===== config.mk =====
export PLATFORM = sky130hd
export DESIGN_NAME = cycle_detector
export DESIGN_NICKNAME = d
export VERILOG_FILES = /design/src/rtl/cycle_detector.sv
export SDC_FILE = /design/constraint.sdc
export NUM_CORES = 1
export LEC_CHECK = 0
export CORE_ASPECT_RATIO = 0.75
export CORE_MARGIN = 2
export CORE_UTILIZATION = 55
export CTS_CLUSTER_SIZE = 20
export DETAILED_ROUTE_END_ITERATION = 16
export PLACE_DENSITY = 0.77
export SLEW_MARGIN = 40
export SYNTH_ARGS = -nofsm -noshare
export SYNTH_HDL_FRONTEND = slang
export SYNTH_SLANG_ARGS = --single-unit

===== constraint.sdc =====
create_clock -name clk -period 3.7 [get_ports clk]
set_input_delay 0.555 -clock clk [delete_from_list [all_inputs] [get_ports clk]]
set_output_delay 0.555 -clock clk [all_outputs]
set_load 0.03 [all_outputs]

===== src/rtl/cycle_detector.sv =====
// rtl/cycle_detector.sv - attractor detector: first cycle of period 1..DEPTH in a state stream
// Optional post-lock monitor enabled by defining CYCLE_MONITOR_EN.
module cycle_detector #(
  parameter int WIDTH = 8,
  parameter int DEPTH = 8,
  parameter int CNT_W = 16,
  localparam int PW = $clog2(DEPTH + 1)
) (
  input  logic             clk,
  input  logic             rst_n,
  input  logic             init_val_chk,
  input  logic             x_valid,
  input  logic [WIDTH-1:0] x,
  output logic             cycle_chk,
  output logic [PW-1:0]    period,
  output logic [CNT_W-1:0] transient,
  output logic [CNT_W-1:0] steps,
  output logic             cycle_broken
);

  logic [WIDTH-1:0] hist [1:DEPTH];
  logic [DEPTH:1]   hv;
  logic             accept;
  logic             shift_en;
  logic             hit;
  logic [PW-1:0]    hit_k;

  assign accept = x_valid && !init_val_chk;

  // Scanning from the deepest entry down leaves the smallest matching k.
  always_comb begin
    hit   = 1'b0;
    hit_k = '0;
    for (int k = DEPTH; k >= 1; k--) begin
      if (hv[k] && hist[k] == x) begin
        hit   = 1'b1;
        hit_k = PW'(k);
      end
    end
  end

`ifdef CYCLE_MONITOR_EN
  assign shift_en = accept;
`else
  assign shift_en = accept && !cycle_chk;
`endif

  always_ff @(posedge clk or negedge rst_n) begin
    if (!rst_n) begin
      hv <= '0;
      for (int k = 1; k <= DEPTH; k++) hist[k] <= '0;
    end else if (init_val_chk) begin
      hv <= '0;
    end else if (shift_en) begin
      hist[1] <= x;
      hv[1]   <= 1'b1;
      for (int k = 2; k <= DEPTH; k++) begin
        hist[k] <= hist[k-1];
        hv[k]   <= hv[k-1];
      end
    end
  end

  always_ff @(posedge clk or negedge rst_n) begin
    if (!rst_n) begin
      cycle_chk <= 1'b0;
      period    <= '0;
      transient <= '0;
      steps     <= '0;
    end else if (init_val_chk) begin
      cycle_chk <= 1'b0;
      period    <= '0;
      transient <= '0;
      steps     <= '0;
    end else if (accept) begin
      if (!cycle_chk && hit) begin
        cycle_chk <= 1'b1;
        period    <= hit_k;
        // A saturated step count makes this value a lower bound only.
        transient <= steps - CNT_W'(hit_k);
      end
      if (steps != '1) steps <= steps + CNT_W'(1);
    end
  end

`ifdef CYCLE_MONITOR_EN
  logic [WIDTH-1:0] mon_val;

  always_comb begin
    mon_val = '0;
    for (int k = 1; k <= DEPTH; k++) begin
      if (period == PW'(k)) mon_val = hist[k];
    end
  end

  always_ff @(posedge clk or negedge rst_n) begin
    if (!rst_n) begin
      cycle_broken <= 1'b0;
    end else if (init_val_chk) begin
      cycle_broken <= 1'b0;
    end else if (accept && cycle_chk && mon_val != x) begin
      cycle_broken <= 1'b1;
    end
  end
`else
  assign cycle_broken = 1'b0;
`endif

endmodule


==> results.json <==
{
  "clock_latency_ns": 0.34,
  "ys_types": 45,
  "grt_usage_pct": 24.8,
  "core_um2": 10200,
  "crit_path_end_kind": "flip-flop",
  "dp_cells": 708,
  "vias": 4081,
  "yosys.area.top_type": "dfrtp_1",
  "synth.area.top_cells": "dfrtp_1, mux2_2, xnor2_1",
  "path_max_fanout": 5,
  "gp_congestion": 0.960,
  "clk_pin_slew_worst_paths_ns": 0.07,
  "whs_ns": 0.236,
  "diodes": 0,
  "crit_top_cell": "xnor2_1",
  "syn_area_um2": 5690,
  "synth_seq_cells": 109,
  "detail-route-antenna-nets": 0,
  "cts_sinks": 109,
  "ir_drop_mv": 0.360,
  "fin_worst_skew_ns": 0.00643,
  "timing.final.crit_share_pct": 98.3,
  "min_path_type": "input port to async pin",
  "synth_most_common_cell": "dfrtp_1",
  "status": "completed",
  "layout_min_cycle_time_ns": 3.64,
  "syn_area_per_cell_um2": 11.2,
  "dr.pass1.iters": 5,
  "clockRootBuffer": "clkbuf_16",
  "stdcell_area_um2": 7000,
  "yosysTopAreaCellShare_pct": 48.0,
  "max_freq_mhz": 275,
  "antenna_found_initial": 0,
  "cts_tree": "done",
  "fin_nets": 602,
  "hold_viol": 0,
  "critPathKind": "input port to flip-flop",
  "drt-initial-drc-count": 284,
  "die_y_um": 92.1,
  "r2r-end": "transient[14]",
  "io_buffers": 48,
  "r2r_setup_slack_ns": 0.49,
  "start_kind": "input port",
  "final_core_utilization_pct": 68.8,
  "fin_cells": 725,
  "setup_tns_ns": 0,
  "synth_top_cells_by_count": "dfrtp_1, xnor2_1, mux2_2",
  "drv_cap": 0,
  "reg2reg_depth": 15,
  "wl_per_cell_um": 17.9,
  "place_hpwl_um": 9120,
  "drc": 0,
  "setup_slack_ns": 0.0626,
  "p_per_area_nw_per_um2": 532,
  "wl_um": 13000,
  "pre_cts_slack_ns": -0.359,
  "setup_violations": 0,
  "synth-main-ff-cell": "dfrtp_1",
  "clk_path_buf_depth": 2,
  "slew_violations": 0,
  "ctsHtreeMaxLevel": 3,
  "viasPerCell": 5.63,
  "mappedNetlistNets": 526,
  "grt_overflow": 0,
  "syn_inst": 508,
  "synth-seq-area-share_pct": 48.0,
  "reg2reg_from": "hist[40]",
  "grt_pass1_wl_um": 21300,
  "grt_max_degree": 82,
  "worst_pin_slew_ns": 0.697,
  "crit_path_top_delay_cell": "or4b_4",
  "fp.dieArea_um2": 11200,
  "cp.required_ns": 3.92,
  "arrival_ns": 3.86,
  "die_w_um": 121,
  "yosysWarnings": 0,
  "async_reset_ff_share_pct": 100,
  "initial_core_util_pct": 55.9,
  "synth_edf_count": 0,
  "io_pins": 50,
  "rsz0062_at_grt": "yes",
  "syn2layout_area_growth_pct": 23.1,
  "p_leak_nw": 2.82,
  "grt_pass1_vias": 4066,
  "dpl-instance-area_um2": 6550,
  "cpPeakStageDelay_ns": 0.50,
  "total_power_mw": 3.72,
  "num_rows": 32,
  "cts_buffers": 9,
  "max_slew_margin_pct": 53.5,
  "crit_chain": "clkdlybuf4s50_1 > buf_6 > xnor2_1 > nand4_1 > or3_1 > a211oi_2 > o31ai_2 > inv_1 > fa_1 > nor2b_1 > o21ai_2 > or4b_4 > nor4_2 > xnor2_1 > o2bb2ai_1",
  "ctsHoldBuffers": 0,
  "drive_above_1_share_pct": 26.0
}
-- worst max path at each step --
| stage | start | to | depth (start not counted) |
|---|---|---|---|
| 2_1_floorplan | x[2] | transient[14] | 13 |
| 3_3_place_gp | x[6] | transient[14] | 16 |
| 3_5_place_dp | x[5] | transient[15] | 14 |
| 4_1_cts | x[0] | transient[12] | 18 |
| 5_1_grt | x[5] | transient[14] | 15 |
| 6_report | x[5] | transient[14] | 15 |
-- cells by family (layout without fill, tap and decap cells) --
family / count (synthesis) / in the layout / share of synthesized area (%)
AO/OA/AOI/OAI: 45 / 45 / 5.81
AND/OR/NAND/NOR: 151 / 151 / 14.2
buffers and inverters: 40 / 121 / 3.63
flip-flops: 109 / 109 / 48.0
adder cells (fa/ha/maj): 6 / 6 / 1.45
XOR/XNOR: 90 / 90 / 13.9
other: 1 / 1 / 0.0659
multiplexers: 66 / 66 / 13.0
-- registers in the layout, indices dropped and copies added, names as in the netlist --
signal     count
cycle_chk      1
hist          64
hv             8
period         4
steps         16
transient     16
-- final cells by class --
type	instances	area, µm²
clock inverter	4	77.6
timing repair buffer	96	866
clock buffer	12	246
inverter	9	33.8
tap	136	170
sequential	109	2730
fill	742	3170
multi-input combinational	359	2880
-- worst max-delay path: cells and delay by family --
kind                       cells  cell delay (ns)
xor gates and xnor gates       2             0.38
adders and majority gates      1             0.20
and+or+nand+nor                5             1.37
buffers and inverters          3             0.77
AOI/OAI and AO/OA              4             0.59
-- routing by layer --
| layer | track usage, % | routed length [µm] |
|---|---|---|
| met1 | 38.0 | 6570 |
| met2 | 36.1 | 5660 |
| met3 | 5.53 | 589 |
| met4 | 5.17 | 146 |
| met5 | 0 | 0 |
-- cell usage in the layout, fill, tap and decap left out, types with 2 or more instances in the layout --
cell | Yosys | layout
ha_1 | 5 | 5
nand3_1 | 16 | 16
nand2b_1 | 7 | 7
bufinv_16 | 0 | 2
or3_1 | 8 | 7
inv_6 | 0 | 2
o21ai_0 | 10 | 8
nor4_2 | 0 | 2
or4_1 | 3 | 3
nor3_2 | 0 | 3
nand4_1 | 14 | 14
nor2b_1 | 23 | 23
o21ai_2 | 1 | 2
a21oi_1 | 4 | 3
o2bb2ai_1 | 17 | 17
dfrtp_1 | 109 | 109
nor2_1 | 20 | 19
buf_4 | 9 | 44
xnor2_1 | 81 | 74
nor3_1 | 24 | 21
nand2_1 | 24 | 24
clkbuf_16 | 0 | 9
mux2_2 | 65 | 65
clkdlybuf4s50_1 | 0 | 47
o21ai_1 | 2 | 3
xor2_1 | 9 | 9
clkbuf_1 | 14 | 2
nor4_1 | 4 | 2
inv_1 | 9 | 9
buf_6 | 2 | 4
xnor2_2 | 0 | 7
-- report_power, final --
part,internal (mW),switching (mW),total (mW)
combinational,0.537,0.393,0.930
clock,0.618,0.424,1.04
sequential,1.48,0.274,1.75
-- timing repair --
action / 4_1_cts / 5_1_grt
endpoints found under the setup margin: 1 / 11
gates resized for setup: 2 / 22
buffers inserted: 0 / 1
pin swaps: 0 / 3
gates cloned: 0 / 0
Power figures use the tool's default switching activity.
